===== src/rtl/control_bombas_alternadas.sv =====
// Two-pump tank-fill controller: registered inputs, dwell-qualified FSM, lead-pump alternation
// and a sticky sensor-fault latch. All outputs come straight from flops.
module control_bombas_alternadas #(
  parameter int unsigned MIN_DWELL = 4,
  parameter int unsigned CNT_W     = 8
) (
  input  logic clk,
  input  logic reset_n,
  input  logic I,
  input  logic S_L,
  input  logic S_H,
  input  logic fault_clr,
  output logic B1,
  output logic B2,
  output logic lead,
  output logic fault
);

  typedef enum logic [1:0] {StIdle, StFillOne, StFillTwo, StFault} state_e;

  localparam logic [CNT_W-1:0] DwellMax = CNT_W'(MIN_DWELL);

  logic             r_rst_n;
  logic             r_en, r_sl, r_sh, r_clr;
  logic             r_inv_prev;
  state_e           r_state, w_state_d;
  logic [CNT_W-1:0] r_cnt;
  logic             r_lead, w_lead_d;
  logic             r_b1, r_b2, r_fault;
  logic             w_inv, w_fault_det, w_dwell;

  // Assertion is immediate; release takes effect one edge after reset_n rises.
  always_ff @(posedge clk or negedge reset_n) begin
    if (!reset_n) r_rst_n <= 1'b0;
    else          r_rst_n <= 1'b1;
  end

  assign w_inv       = r_sh & ~r_sl;
  assign w_fault_det = w_inv & r_inv_prev;
  assign w_dwell     = (r_cnt == DwellMax);

  always_comb begin
    w_state_d = r_state;
    w_lead_d  = r_lead;
    if (w_fault_det) begin
      w_state_d = StFault;
    end else if (r_state == StFault) begin
      if (r_clr && !w_inv) w_state_d = StIdle;
    end else if (!r_en) begin
      w_state_d = StIdle;
    end else begin
      unique case (r_state)
        StIdle:    if (!r_sl && w_dwell) w_state_d = StFillTwo;
        StFillTwo: if (r_sl && w_dwell) w_state_d = StFillOne;
        StFillOne: begin
          if (!r_sl && w_dwell) begin
            w_state_d = StFillTwo;
          end else if (r_sh && w_dwell) begin
            // Completed fill: hand the lead to the other pump.
            w_state_d = StIdle;
            w_lead_d  = ~r_lead;
          end
        end
        default:   w_state_d = StIdle;
      endcase
    end
  end

  always_ff @(posedge clk or negedge r_rst_n) begin
    if (!r_rst_n) begin
      r_en       <= 1'b0;
      r_sl       <= 1'b0;
      r_sh       <= 1'b0;
      r_clr      <= 1'b0;
      r_inv_prev <= 1'b0;
      r_state    <= StIdle;
      r_cnt      <= '0;
      r_lead     <= 1'b0;
      r_b1       <= 1'b0;
      r_b2       <= 1'b0;
      r_fault    <= 1'b0;
    end else begin
      r_en       <= I;
      r_sl       <= S_L;
      r_sh       <= S_H;
      r_clr      <= fault_clr;
      r_inv_prev <= w_inv;
      r_state    <= w_state_d;
      if (w_state_d != r_state) r_cnt <= '0;
      else if (!w_dwell)        r_cnt <= r_cnt + 1'b1;
      r_lead     <= w_lead_d;
      r_b1       <= (w_state_d == StFillTwo) | ((w_state_d == StFillOne) & ~w_lead_d);
      r_b2       <= (w_state_d == StFillTwo) | ((w_state_d == StFillOne) & w_lead_d);
      r_fault    <= (w_state_d == StFault);
    end
  end

  assign B1    = r_b1;
  assign B2    = r_b2;
  assign lead  = r_lead;
  assign fault = r_fault;

endmodule

===== config.mk =====
export PLATFORM = sky130hd
export DESIGN_NAME = control_bombas_alternadas
export DESIGN_NICKNAME = d
export VERILOG_FILES = /design/src/rtl/control_bombas_alternadas.sv
export SDC_FILE = /design/constraint.sdc
export NUM_CORES = 1
export LEC_CHECK = 0
export ABC_AREA = 1
export CAP_MARGIN = 10
export CELL_PAD_IN_SITES_DETAIL_PLACEMENT = 0
export CELL_PAD_IN_SITES_GLOBAL_PLACEMENT = 1
export CORE_ASPECT_RATIO = 0.6
export CORE_MARGIN = 2
export CORE_UTILIZATION = 41
export CTS_CLUSTER_DIAMETER = 120
export DETAILED_ROUTE_END_ITERATION = 16
export PLACE_DENSITY_LB_ADDON = 0.1
export SLEW_MARGIN = 20
export SYNTH_ARGS = -nofsm -noshare
export SYNTH_HDL_FRONTEND = slang
export SYNTH_SLANG_ARGS = --single-unit

===== constraint.sdc =====
create_clock -name clk -period 0.8 [get_ports clk]
set_input_delay 0.16 -clock clk [delete_from_list [all_inputs] [get_ports clk]]
set_output_delay 0.16 -clock clk [all_outputs]
set_load 0.02 [all_outputs]

== Word-level counts from Yosys, hierarchy flattened ==
Index checks and enable logic that the tools add are counted.

* Bits in registers: 20
* Input port bits: 6
* Output and inout port bits: 4
* Logic and storage cells: 55

* Add/subtract/negate cells: 1
* Equality and inequality tests: 9
* Multiplexer cells: 17
* Bitwise gates (word level): 9
* Reductions and logical operators: 7

{| class="wikitable"
|+ Operators by type and width
! cell !! count
|-
| two-way mux 2 bit || 8
|-
| two-way mux 8 bit || 2
|-
| adder 8 x 1 -> 8 bit (second input constant) || 1
|-
| == test 2 bit (second input constant) || 4
|-
| == test 8 x 3 -> 1 bit (second input constant) || 1
|-
| two-way mux 1 bit || 6
|-
| case mux 2 bit (3 select lines) || 1
|-
| bitwise AND 1 bit || 4
|-
| == test 2 x 1 -> 1 bit (second input constant) || 2
|-
| logical AND 1 bit || 4
|-
| NOT 1 bit || 3
|-
| logical NOT 1 bit || 2
|-
| logical NOT 2 bit || 1
|-
| inequality test 2 x 1 -> 1 bit (second input constant) || 1
|-
| inequality test 2 bit || 1
|-
| bitwise OR 1 bit || 2
|}

== Longest topological paths before layout ==
* Word-level depth: 11
* Depth in mapped cells: 13
* Gate-level depth less buffers: 13

== Worst setup path after synthesis ==
No wires, ideal clock.

* Path kind: register to register
* Start point: register r_cnt[0]
* End point: register r_cnt[2]
* Setup time: 0.121 ns
* Arrival: 1.414 ns
* Data required time: 0.679 ns
* Slack: -0.735 ns
* Cell stages (with the launch flop): 14
* Buffers on the path: 0
* Clock period less this slack: 1.535 ns
* Path through: dfrtp_1 > inv_1 > ha_1 > nand3_2 > nor2_4 > nand2_1 > nand2_1 > nand2_1 > nand2_2 > nand2_2 > nand2_1 > nand2_2 > nand2_4 > nor2_1

* Word-level cells in the longest chain between the ends: 10
* Elaborated cells on any way between the ends: 17
* Those cells by class: add/sub: 1; eq/ne: 3; mux: 10; reduce/logical: 3

{| class="wikitable"
|+ Ends and longest elaborated chain
! item !! RTL line !! RTL
|-
| start, declared || 27 || <nowiki>logic [CNT_W-1:0] r_cnt;</nowiki>
|-
| start signal, assigned || 90 || <nowiki>else if (!w_dwell) r_cnt <= r_cnt + 1'b1;</nowiki>
|-
| == test 8 x 3 -> 1 bit * || 40 || <nowiki>assign w_dwell = (r_cnt == DwellMax);</nowiki>
|-
| logical AND 1 bit || 58 || <nowiki>end else if (r_sh && w_dwell) begin</nowiki>
|-
| two-way mux 2 bit || 58 ||
|-
| two-way mux 2 bit || 56 || <nowiki>if (!r_sl && w_dwell) begin</nowiki>
|-
| case mux 2 bit (3 select lines) * || 52 || <nowiki>unique case (r_state)</nowiki>
|-
| two-way mux 2 bit * || 49 || <nowiki>end else if (!r_en) begin</nowiki>
|-
| two-way mux 2 bit * || 47 || <nowiki>end else if (r_state == StFault) begin</nowiki>
|-
| two-way mux 2 bit * || 45 || <nowiki>if (w_fault_det) begin</nowiki>
|-
| net w_state_d[0] || 26 || <nowiki>state_e r_state, w_state_d;</nowiki>
|-
| inequality test 2 bit * || 89 || <nowiki>if (w_state_d != r_state) r_cnt <= '0;</nowiki>
|-
| inequality test 2 x 1 -> 1 bit (no line) or two-way mux 8 bit (tied branches) || - ||
|}

Mark *: on every way through the listed nets, which the timed path passes. The rest lies on a longest branch. The select of a mux whose other input is x is not followed.
A chain may end at the register's enable or synchronous reset.

== Final worst setup path ==
* Start point: register r_cnt[1]
* End point: register r_b2 (netlist: B2)

* Elaborated cells on any way between the ends: 22
* Those cells by class: eq/ne: 3; mux: 14; bitwise: 2; reduce/logical: 3

{| class="wikitable"
|+ RTL lines
! item !! RTL line !! RTL
|-
| == test 8 x 3 -> 1 bit * || 40 ||
|-
| logical AND 1 bit || 58 ||
|-
| two-way mux 1 bit || 58 ||
|-
| two-way mux 1 bit * || 56 ||
|-
| two-way mux 1 bit * || 52 ||
|-
| two-way mux 1 bit * || 49 ||
|-
| two-way mux 1 bit * || 47 ||
|-
| two-way mux 1 bit * || 45 ||
|-
| net w_lead_d || 28 || <nowiki>logic r_lead, w_lead_d;</nowiki>
|-
| bitwise AND 1 bit * || 93 || <nowiki>r_b2 <= (w_state_d == StFillTwo) | ((w_state_d == StFillOne) & w_lead_d);</nowiki>
|-
| bitwise OR 1 bit * || 93 ||
|-
| end signal, assigned || 93 ||
|-
| end, declared || 29 || <nowiki>logic r_b1, r_b2, r_fault;</nowiki>
|}

Mark *: on every way through the listed nets, which the timed path passes. The rest lies on a longest branch.

==> impl_metrics.csv <==
group,metric,value,unit
sta,setup_viol,18,
clock_network,ctsLongestPathBuffers,2,
route,via_count,808,
synthesis,ys_seq_area_share,53.0,%
cells_and_area,stdcell_area,1410,um^2
synthesis,synth_cells,106,
synthesis,dominantRegCellSynth,"dfrtp_1",
cells_and_area,antenna_cells,0,
cells_and_area,largest_register,"r_cnt",
setup_path,start_kind,"register",
floorplan,initial_core_util,43.3,%
clock_network,clock_sinks,20,
global_route,grt_start_max_net_pins,12,
placed_design,place_area,1250,um^2
setup_path,critical_path_class,"reg -> reg",
floorplan,core,2180,um^2
power_and_ir_drop,p_leak,0.720,nW
synthesis,ys_async_sr_fraction,100,%
cells_and_area,largest_register_ffs,8,
route,routed_wl,2.13,mm
sta,holdWs,0.0375,ns
synthesis,yosys.area.top_type,"dfrtp_1",
synthesis,syn_avg_cell_area,8.91,um^2
clock_network,cts_tree,"yes",
route,wl_per_cell,12.0,um
hold_path,hp-class,"in -> async",
setup_path,cp.required,0.94,ns
power_and_ir_drop,p_per_area,2570,nW/um^2
synthesis,ys_types,19,
flow_run,drv_cap,0,
synthesis,synth_fp_nets,114,
setup_path,arrival,1.74,ns
clock_network,path_clk_slew,0.07,ns
sta,timing.fmax,628,MHz
synthesis,yosys-top-cells-count,"20 x dfrtp_1, 20 x nand2_1, 16 x inv_1, 15 x nor2_1, 8 x nand3_1",
setup_path,path_max_fanout,5,
global_route,antenna_found_initial,0,
global_route,grt_pass1_wl,3.28,mm
global_route,grt_util_all_layers,18.1,%
sta,period_share,199,%
floorplan,die_width,66.0,um
route,route.detailed.drc,0,
clock_network,ctsHoldBuffers,0,
synthesis,yosys_warnings,0,
setup_path,rr_worst_depth,12,
clock_network,cts_made_buffers,3,
cells_and_area,finalNetCount,157,
route,detail_route.iter0.violations,39,
setup_path,cp_cell_sequence,"inv_2, ha_4, nand3_4, nor2_4, buf_4, buf_6, buf_6, nand2_1, nand2_1, nand2_2, inv_2, o21ai_1",
setup_path,r2r_slack,-0.79,ns
synthesis,yosysTopAreaCellShare,53.0,%
sta,hold_violations,0,
synthesis,ys_ff_latch,20,
synthesis,synthesis.area,945,um^2
floorplan,die_area,2720,um^2
global_route,gr-total-overflow,0,
setup_path,end_kind,"register",
floorplan,std_cell_rows,13,
setup_path,cpPeakStageDelay,0.41,ns
route,drtPass1Iterations,4,
run_status,status,"complete, but fails checks",
setup_path,cpMaxStageDelayCell,"dfrtp_1",
floorplan,ioPinCount,10,
cells_and_area,area_growth,48.7,%
route,ant_nets,0,
sta,final.min_clock_period,1.59,ns
sta,skew,0.00634,ns
placed_design,portBuffers,9,
cells_and_area,reg_top3,"r_cnt x8, r_state x2",
clock_network,clock-root-buffer,"clkbuf_8",
clock_network,clk_latency,0.26,ns
sta,slew_violations,0,
sta,rsz0062_at_grt,"yes",
synthesis,synth.area.top_cells,"dfrtp_1 53%, nand2_1 7.9%, inv_1 6.4%",
placed_design,post-place-ws,-0.818,ns
floorplan,die_h,41.2,um
cells_and_area,drive_above_1_share,41.5,%
placed_design,routabilityCongestion,0.819,
sta,worst_slack,-0.793,ns
placed_design,hpwl,1.59,mm
run_status,violations,"setup timing",
synthesis,synth_edf_count,0,
global_route,grt_pass1_vias,699,
power_and_ir_drop,peakVddDrop,1420,uV
clock_network,cts_max_level,1,
route,viasPerCell,4.56,
-- metrics by stage --
stage / util (%) / instances / total power [W] / setup TNS [ns]
after detailed placement: 57.3 / 168 / 0.00260 / -10.86
after CTS: 62.1 / 174 / 0.00348 / -10.40
after global placement: 57.3 / 168 / 0.00254 / -9.65
after floorplan: - / 106 / 0.00200 / -8.26
final: 64.5 / 177 / 0.00361 / -10.35
after global routing: 64.5 / 177 / 0.00384 / -11.70
-- layer usage --
layer	GRT usage (%)	vias up	share of wire (%)
li1	-	410	-
met1	23.7	376	48
met2	27.0	18	46
met3	6.04	4	4.8
met4	9.69	0	1.8
met5	0	-	0
-- path summary, 6_finish.rpt --
kind,start,endpoint
worst max-delay path,r_cnt[1]$_DFFE_PN0P_,B2$_DFF_PN0_
worst min-delay path,reset_n,r_rst_n$_DFF_PN0_
worst max register to register,r_cnt[1]$_DFFE_PN0P_,B2$_DFF_PN0_
worst min register to register,r_rst_n$_DFF_PN0_,r_sl$_DFF_PN0_
max in group asynchronous,r_rst_n$_DFF_PN0_,r_cnt[5]$_DFFE_PN0P_
min in group clk,S_L,r_sl$_DFF_PN0_
-- placed cells by master, fill, tap and decap left out, types with 2 or more instances in the layout --
master,netlist,layout
buf_6,0,8
nand2_1,20,16
clkdlybuf4s50_1,0,5
nor2_4,1,2
buf_4,0,25
clkbuf_8,0,3
xor2_1,4,4
nand3_2,2,2
nand4_1,2,2
inv_2,1,6
o21ai_0,4,2
nor2_1,15,13
inv_1,16,11
nand2_2,5,8
nand2_4,1,2
dfrtp_1,20,20
nand3_1,8,7
-- final cells by class --
| class | count | area (um^2) |
|---|---|---|
| clock buffers | 3 | 41.3 |
| repair buffers | 38 | 328 |
| well taps | 30 | 37.5 |
| inverters | 17 | 63.8 |
| flip-flops and latches | 20 | 500 |
| fillers | 184 | 774 |
| multi-input cells | 69 | 434 |
-- kinds of logic (layout without fill, tap and decap cells) --
family / Yosys count / in the layout / synth area share (%)
and+or+nand+nor: 56 / 56 / 28.7
other: 1 / 1 / 0.397
DFF: 20 / 20 / 53.0
buffers and inverters: 17 / 58 / 6.75
adders and majority gates: 2 / 2 / 2.65
xor gates and xnor gates: 5 / 5 / 4.64
AOI/OAI and AO/OA: 5 / 5 / 3.84
-- power breakdown --
group / leakage (nW) / internal [W] / total [W] / switching [W]
logic: 0.437 / 0.000808 / 0.00165 / 0.000843
clock network: 0.0216 / 0.000336 / 0.000658 / 0.000322
registers: 0.261 / 0.00118 / 0.00130 / 0.000121
-- repair_timing --
| action | in CTS | in global routing |
|---|---|---|
| setup endpoints to repair | 18 | 19 |
| setup buffers | 3 | 4 |
| pin swaps | 6 | 9 |
| gates resized for setup | 34 | 10 |
-- critical path: cells and delay by family, from the launching register on --
family          cells  cell delay, ns
buf+inv             5            0.44
simple gates        5            0.43
flops               1            0.41
fa+ha+maj           1            0.14
compound gates      1            0.05
Note: power is estimated with default switching activity, not from simulation.
